File: config.mk
export PLATFORM = sky130hd
export DESIGN_NAME = cdb_rr_arbiter
export DESIGN_NICKNAME = d
export VERILOG_FILES = /design/src/rtl/cdb_rr_arbiter_pkg.sv /design/src/rtl/cdb_rr_arbiter_rr_pick.sv /design/src/rtl/cdb_rr_arbiter.sv
export SDC_FILE = /design/constraint.sdc
export NUM_CORES = 1
export LEC_CHECK = 0
export BUFFER_PORTS_ARGS = -buffer_cell sky130_fd_sc_hd__buf_4
export CAP_MARGIN = 15
export CORE_ASPECT_RATIO = 0.75
export CORE_UTILIZATION = 45
export DETAILED_ROUTE_END_ITERATION = 10
export GPL_TIMING_DRIVEN = 1
export HOLD_SLACK_MARGIN = 0.03
export PLACE_DENSITY = 0.68
export SYNTH_ARGS = -nofsm -noshare
export SYNTH_HDL_FRONTEND = slang
export SYNTH_HIERARCHICAL = 1
export SYNTH_SLANG_ARGS = --single-unit
File: constraint.sdc
create_clock -name clk -period 8.8 [get_ports clk]
set_input_delay 0.44 -clock clk [delete_from_list [all_inputs] [get_ports clk]]
set_output_delay 0.44 -clock clk [all_outputs]
set_load 0.005 [all_outputs]
File: src/rtl/cdb_rr_arbiter_pkg.sv
// Shared CDB definitions: default bus geometry, functional-unit channel indices
// and the index-width helper used by the arbiter and its picker.
package cdb_rr_arbiter_pkg;

  localparam int CDB_NUM_CH = 5;
  localparam int CDB_TAG_W  = 5;
  localparam int CDB_DATA_W = 32;

  typedef enum int unsigned {
    CH_ADD   = 0,
    CH_LOGIC = 1,
    CH_MUL   = 2,
    CH_LOAD  = 3,
    CH_STORE = 4
  } cdb_ch_e;

  // Width of a channel index; never below one bit.
  function automatic int idx_w(input int n);
    return (n > 1) ? $clog2(n) : 1;
  endfunction

endpackage

File: src/rtl/cdb_rr_arbiter_rr_pick.sv
// Combinational request picker: round-robin after ptr when mode=1,
// lowest index first when mode=0. Returns one-hot grant, index and any.
module cdb_rr_arbiter_rr_pick
  import cdb_rr_arbiter_pkg::*;
#(
  parameter int NUM_CH = CDB_NUM_CH,
  localparam int IW    = idx_w(NUM_CH)
) (
  input  logic [NUM_CH-1:0] req,
  input  logic [IW-1:0]     ptr,
  input  logic              mode,
  output logic [NUM_CH-1:0] grant,
  output logic [IW-1:0]     idx,
  output logic              any
);

  logic [IW-1:0] cand;

  always_comb begin
    grant = '0;
    idx   = '0;
    any   = 1'b0;
    cand  = '0;
    // Modulo scan keeps the wrap correct for non-power-of-two channel counts.
    for (int k = 0; k < NUM_CH; k++) begin
      cand = mode ? IW'((int'(ptr) + 1 + k) % NUM_CH) : IW'(k);
      if (!any && req[cand]) begin
        any = 1'b1;
        idx = cand;
      end
    end
    if (any) grant[idx] = 1'b1;
  end

endmodule

File: src/rtl/cdb_rr_arbiter.sv
// Common-data-bus arbiter: one holding slot per functional-unit channel, one
// registered {tag,val} broadcast per cycle, flush discards all held results.
module cdb_rr_arbiter
  import cdb_rr_arbiter_pkg::*;
#(
  parameter int              NUM_CH      = CDB_NUM_CH,
  parameter int              TAG_W       = CDB_TAG_W,
  parameter int              DATA_W      = CDB_DATA_W,
  parameter logic [TAG_W-1:0] INVALID_TAG = {TAG_W{1'b1}},
  parameter int              RR_MODE     = 1
) (
  input  logic                       clk,
  input  logic                       rst,
  input  logic                       in_flush,
  input  logic [NUM_CH-1:0]          in_request,
  input  logic [NUM_CH*TAG_W-1:0]    in_tag,
  input  logic [NUM_CH*DATA_W-1:0]   in_val,
  output logic [NUM_CH-1:0]          out_ready,
  output logic                       out_broadcast,
  output logic [TAG_W-1:0]           out_tag,
  output logic [DATA_W-1:0]          out_val,
  output logic [idx_w(NUM_CH)-1:0]   out_grant_ch
);

  localparam int IW = idx_w(NUM_CH);

  logic [NUM_CH-1:0] slot_vld_p0;
  logic [TAG_W-1:0]  slot_tag_p0 [NUM_CH];
  logic [DATA_W-1:0] slot_val_p0 [NUM_CH];
  logic [IW-1:0]     rr_ptr;

  logic [NUM_CH-1:0] pick_grant;
  logic [IW-1:0]     pick_idx;
  logic              pick_any;
  logic [NUM_CH-1:0] grant;
  logic              grant_any;
  logic [NUM_CH-1:0] capture;

  cdb_rr_arbiter_rr_pick #(.NUM_CH(NUM_CH)) u_pick (
    .req   (slot_vld_p0),
    .ptr   (rr_ptr),
    .mode  (RR_MODE != 0),
    .grant (pick_grant),
    .idx   (pick_idx),
    .any   (pick_any)
  );

  // A flush cycle issues no grant, so nothing leaves the slots on that edge.
  assign grant     = in_flush ? '0 : pick_grant;
  assign grant_any = pick_any & ~in_flush;
  assign out_ready = rst ? '0 : (~slot_vld_p0 | grant);
  assign capture   = in_flush ? '0 : (in_request & out_ready);

  // Stage p0: per-channel holding slots (data path, no reset needed)
  always_ff @(posedge clk) begin
    for (int i = 0; i < NUM_CH; i++) begin
      if (capture[i]) begin
        slot_tag_p0[i] <= in_tag[i*TAG_W +: TAG_W];
        slot_val_p0[i] <= in_val[i*DATA_W +: DATA_W];
      end
    end
  end

  // Stage p0 -> bus: slot occupancy, pointer and registered broadcast
  always_ff @(posedge clk or posedge rst) begin
    if (rst) begin
      slot_vld_p0   <= '0;
      rr_ptr        <= IW'(NUM_CH - 1);
      out_broadcast <= 1'b0;
      out_tag       <= INVALID_TAG;
      out_val       <= '0;
      out_grant_ch  <= '0;
    end else begin
      if (in_flush) slot_vld_p0 <= '0;
      else          slot_vld_p0 <= capture | (slot_vld_p0 & ~grant);
      out_broadcast <= grant_any;
      if (grant_any) begin
        out_tag      <= slot_tag_p0[pick_idx];
        out_val      <= slot_val_p0[pick_idx];
        out_grant_ch <= pick_idx;
        rr_ptr       <= pick_idx;
      end else begin
        out_tag <= INVALID_TAG;
        out_val <= '0;
      end
    end
  end

endmodule
==> results.py <==
metrics = {
    "status": {
        "outcome": "finished clean",
    },
    "global_route": {
        "grt_pass1_wl_um": 47500,
        "overflow": 0,
        "grt_max_degree": 53,
        "track_usage_pct": 24.6,
        "antenna_found_initial": 0,
        "grt_pass1_vias": 8026,
    },
    "placed_design": {
        "place_area_um2": 13400,
        "port_buffers": 238,
        "post-place-cells": 1416,
        "dpl.hpwl_um": 22700,
        "place_congestion": 0.934,
    },
    "power": {
        "leakage_nw": 6.03,
        "vdd_drop_max_mv": 0.314,
        "powerDensity_nw_per_um2": 480,
    },
    "yosys": {
        "synth_area_per_cell_um2": 13.0,
        "synthesis.area_um2": 11300,
        "yosysSeqAreaShare_pct": 59.9,
        "synth-main-ff-cell": "edfxtp_1",
        "yosys-top-cells-area": "edfxtp_1, dfrtp_1, mux2i_1",
        "netlist_top_cells_count": "edfxtp_1, mux2i_1, nand2_1",
        "synth_cell_type_count": 90,
        "ys_async_sr_fraction_pct": 20.3,
        "synth_top_cell_by_area": "edfxtp_1",
        "yosys_warnings": 6,
        "synth_edf_count": 185,
        "ys_seq_elements": 232,
        "synth_top_area_share_pct": 49.4,
        "syn_inst": 869,
        "synth.most_common_cell": "edfxtp_1",
    },
    "clock_tree": {
        "tritoncts": "done",
        "post_cts_buffers": 0,
        "cts_hold_buf": 0,
        "clk_latency_ps": 510,
        "cts-root-buf": "clkbuf_16",
        "cts_sinks": 232,
        "htreeDepth": 1,
        "cts-buffers-inserted": 23,
        "path_clk_slew_ps": 70,
        "cts_buffer_depth": 3,
    },
    "detailed_routing": {
        "drt_iter0_drc": 588,
        "drt-total-wl_um": 31600,
        "drt-vias-per-instance": 5.59,
        "detail_route.wl_per_cell_um": 21.7,
        "drt_first_pass_iters": 5,
        "ant_nets": 0,
        "vias": 8145,
        "route.detailed.drc": 0,
    },
    "sta": {
        "worst_pin_slew_ps": 1110,
        "timing.fmax_mhz": 125,
        "hold_viol_final": 0,
        "finClkSkew_ps": 11.3,
        "slew_headroom_pct": 25.8,
        "rsz0062_at_grt": "no",
        "period_share_pct": 91.0,
        "min_period_ps": 8010,
        "finalMaxSlewViolations": 0,
        "setup_violations": 0,
        "fin_setup_tns_ps": 0,
    },
    "die": {
        "rows": 49,
        "floorplan.initialDensity_pct": 46.4,
        "dieArea_um2": 25700,
        "die_height_um": 139,
        "ios": 239,
        "coreArea_um2": 24300,
        "die_x_um": 185,
    },
    "finish": {
        "final_util_pct": 58.3,
        "instances_no_fill": 1458,
        "drive_above_1_share_pct": 30.2,
        "antenna_cells": 0,
        "fin_area_um2": 14200,
        "final_nets": 1341,
        "area_growth_pct": 25.8,
    },
    "critical_path": {
        "cp_max_fo": 22,
        "cp-start-kind": "flop",
        "worstPathRequired_ps": 8360,
        "cp-end-kind": "output port",
        "cp_data_arrival_time_ps": 7570,
        "crit_type": "flop to output port",
    },
    "job": {
        "cap_violations": 0,
    },
    "hold_path": {
        "min-delay-path-class": "primary input to flop",
    },
}
==> sequential cells by signal, summed over array words and instances (netlist names) <==
| signal | flops |
|---|---|
| out_val | 32 |
| out_broadcast | 1 |
| slot_vld_p0 | 5 |
| slot_tag_p0 | 25 |
| out_tag | 5 |
| out_grant_ch | 3 |
| rr_ptr | 1 |
| slot_val_p0 | 160 |
==> what timing repair did <==
item,in CTS,in global routing
gates resized for setup,0,2
endpoints found under the setup margin,0,30
endpoints found under the hold margin,0,0
==> path summary, 6_finish.rpt <==
path	slack, ps	start	end	depth (start not counted)
max in group asynchronous	8040	rst	out_grant_ch[1]	3
min	100	in_val[10]	slot_val_p0[0][10]	1
max reg2reg	860	out_grant_ch[1]	slot_val_p0[2][22]	28
min in group asynchronous	200	rst	slot_vld_p0[4]	3
max	790	out_grant_ch[1]	out_ready[1]	27
min reg2reg	450	slot_val_p0[4][27]	out_val[27]	1
==> per-stage QoR <==
stage	hold slack (ps)	total power [W]	setup slack (ps)
6_report	104	0.00679	794
5_1_grt	80.4	0.00723	124
4_1_cts	92.1	0.00677	600
3_5_place_dp	435	0.00579	617
3_3_place_gp	430	0.00578	897
2_1_floorplan	426	0.00479	885
==> final cells by class <==
type / count / area, um^2
inverters: 30 / 115
flip-flops and latches: 232 / 6740
multi-input cells: 564 / 4190
clock inverters: 13 / 130
well taps: 331 / 414
repair buffers: 259 / 1940
clock buffers: 29 / 618
fillers: 2010 / 10100
==> routing by layer <==
| metal | vias up | wire, um | GRT usage, % |
|---|---|---|---|
| met5 | - | 0 | 0 |
| met4 | 0 | 588 | 5.13 |
| met3 | 41 | 2780 | 6.38 |
| met2 | 337 | 14100 | 37.1 |
| met1 | 3965 | 14100 | 35.7 |
| li1 | 3802 | - | - |
==> worst max-delay path, stage by stage (launching register included) <==
cell	delay, ps
dfrtp_2	540
ha_1	420
xor2_4	440
ha_1	260
buf_4	230
inv_1	160
o21ai_0	190
a221o_1	340
inv_1	110
ha_1	210
o311ai_1	560
o21ai_1	230
o21ai_1	240
nand2_1	110
ha_1	200
nand2b_1	160
a32o_1	240
a211oi_1	210
nand3_1	130
and2_1	240
a21o_1	170
a311o_1	390
o21ai_1	260
a31o_4	360
nor2b_1	200
nand2b_1	100
a21oi_1	200
buf_4	140
==> logic make-up after synthesis <==
family / synth area share [%]
flip-flops: 59.9
AO/OA/AOI/OAI: 13.6
AND/OR/NAND/NOR: 9.52
multiplexers: 8.19
buffers and inverters: 3.24
adder cells (fa/ha/maj): 4.40
XOR/XNOR: 1.18
other: 0.0333
==> layout by cell type, fill, tap and decap left out, types with 6 or more instances in the layout <==
cell type and instances:
a211oi_1 6, a21o_1 40, a21oi_1 37, and2_1 6
and3_1 6, buf_4 259, clkbuf_16 23, conb_1 6
dfrtp_1 40, dfstp_2 6, edfxtp_1 185, ha_1 38
inv_1 25, mux2_2 8, mux2i_1 82, nand2_1 43
nand2b_1 22, nand3_1 17, nand4_1 7, nor2_1 31
nor2b_1 7, nor3_1 11, o21ai_0 21, o22ai_1 40
or3_1 6, xnor2_1 11
==> report_power, final <==
part	switching, W	internal (W)
clock	0.000407	0.000562
combinational	0.00245	0.00191
sequential	0.0000821	0.00138
Note: power is estimated with default switching activity, not from simulation.
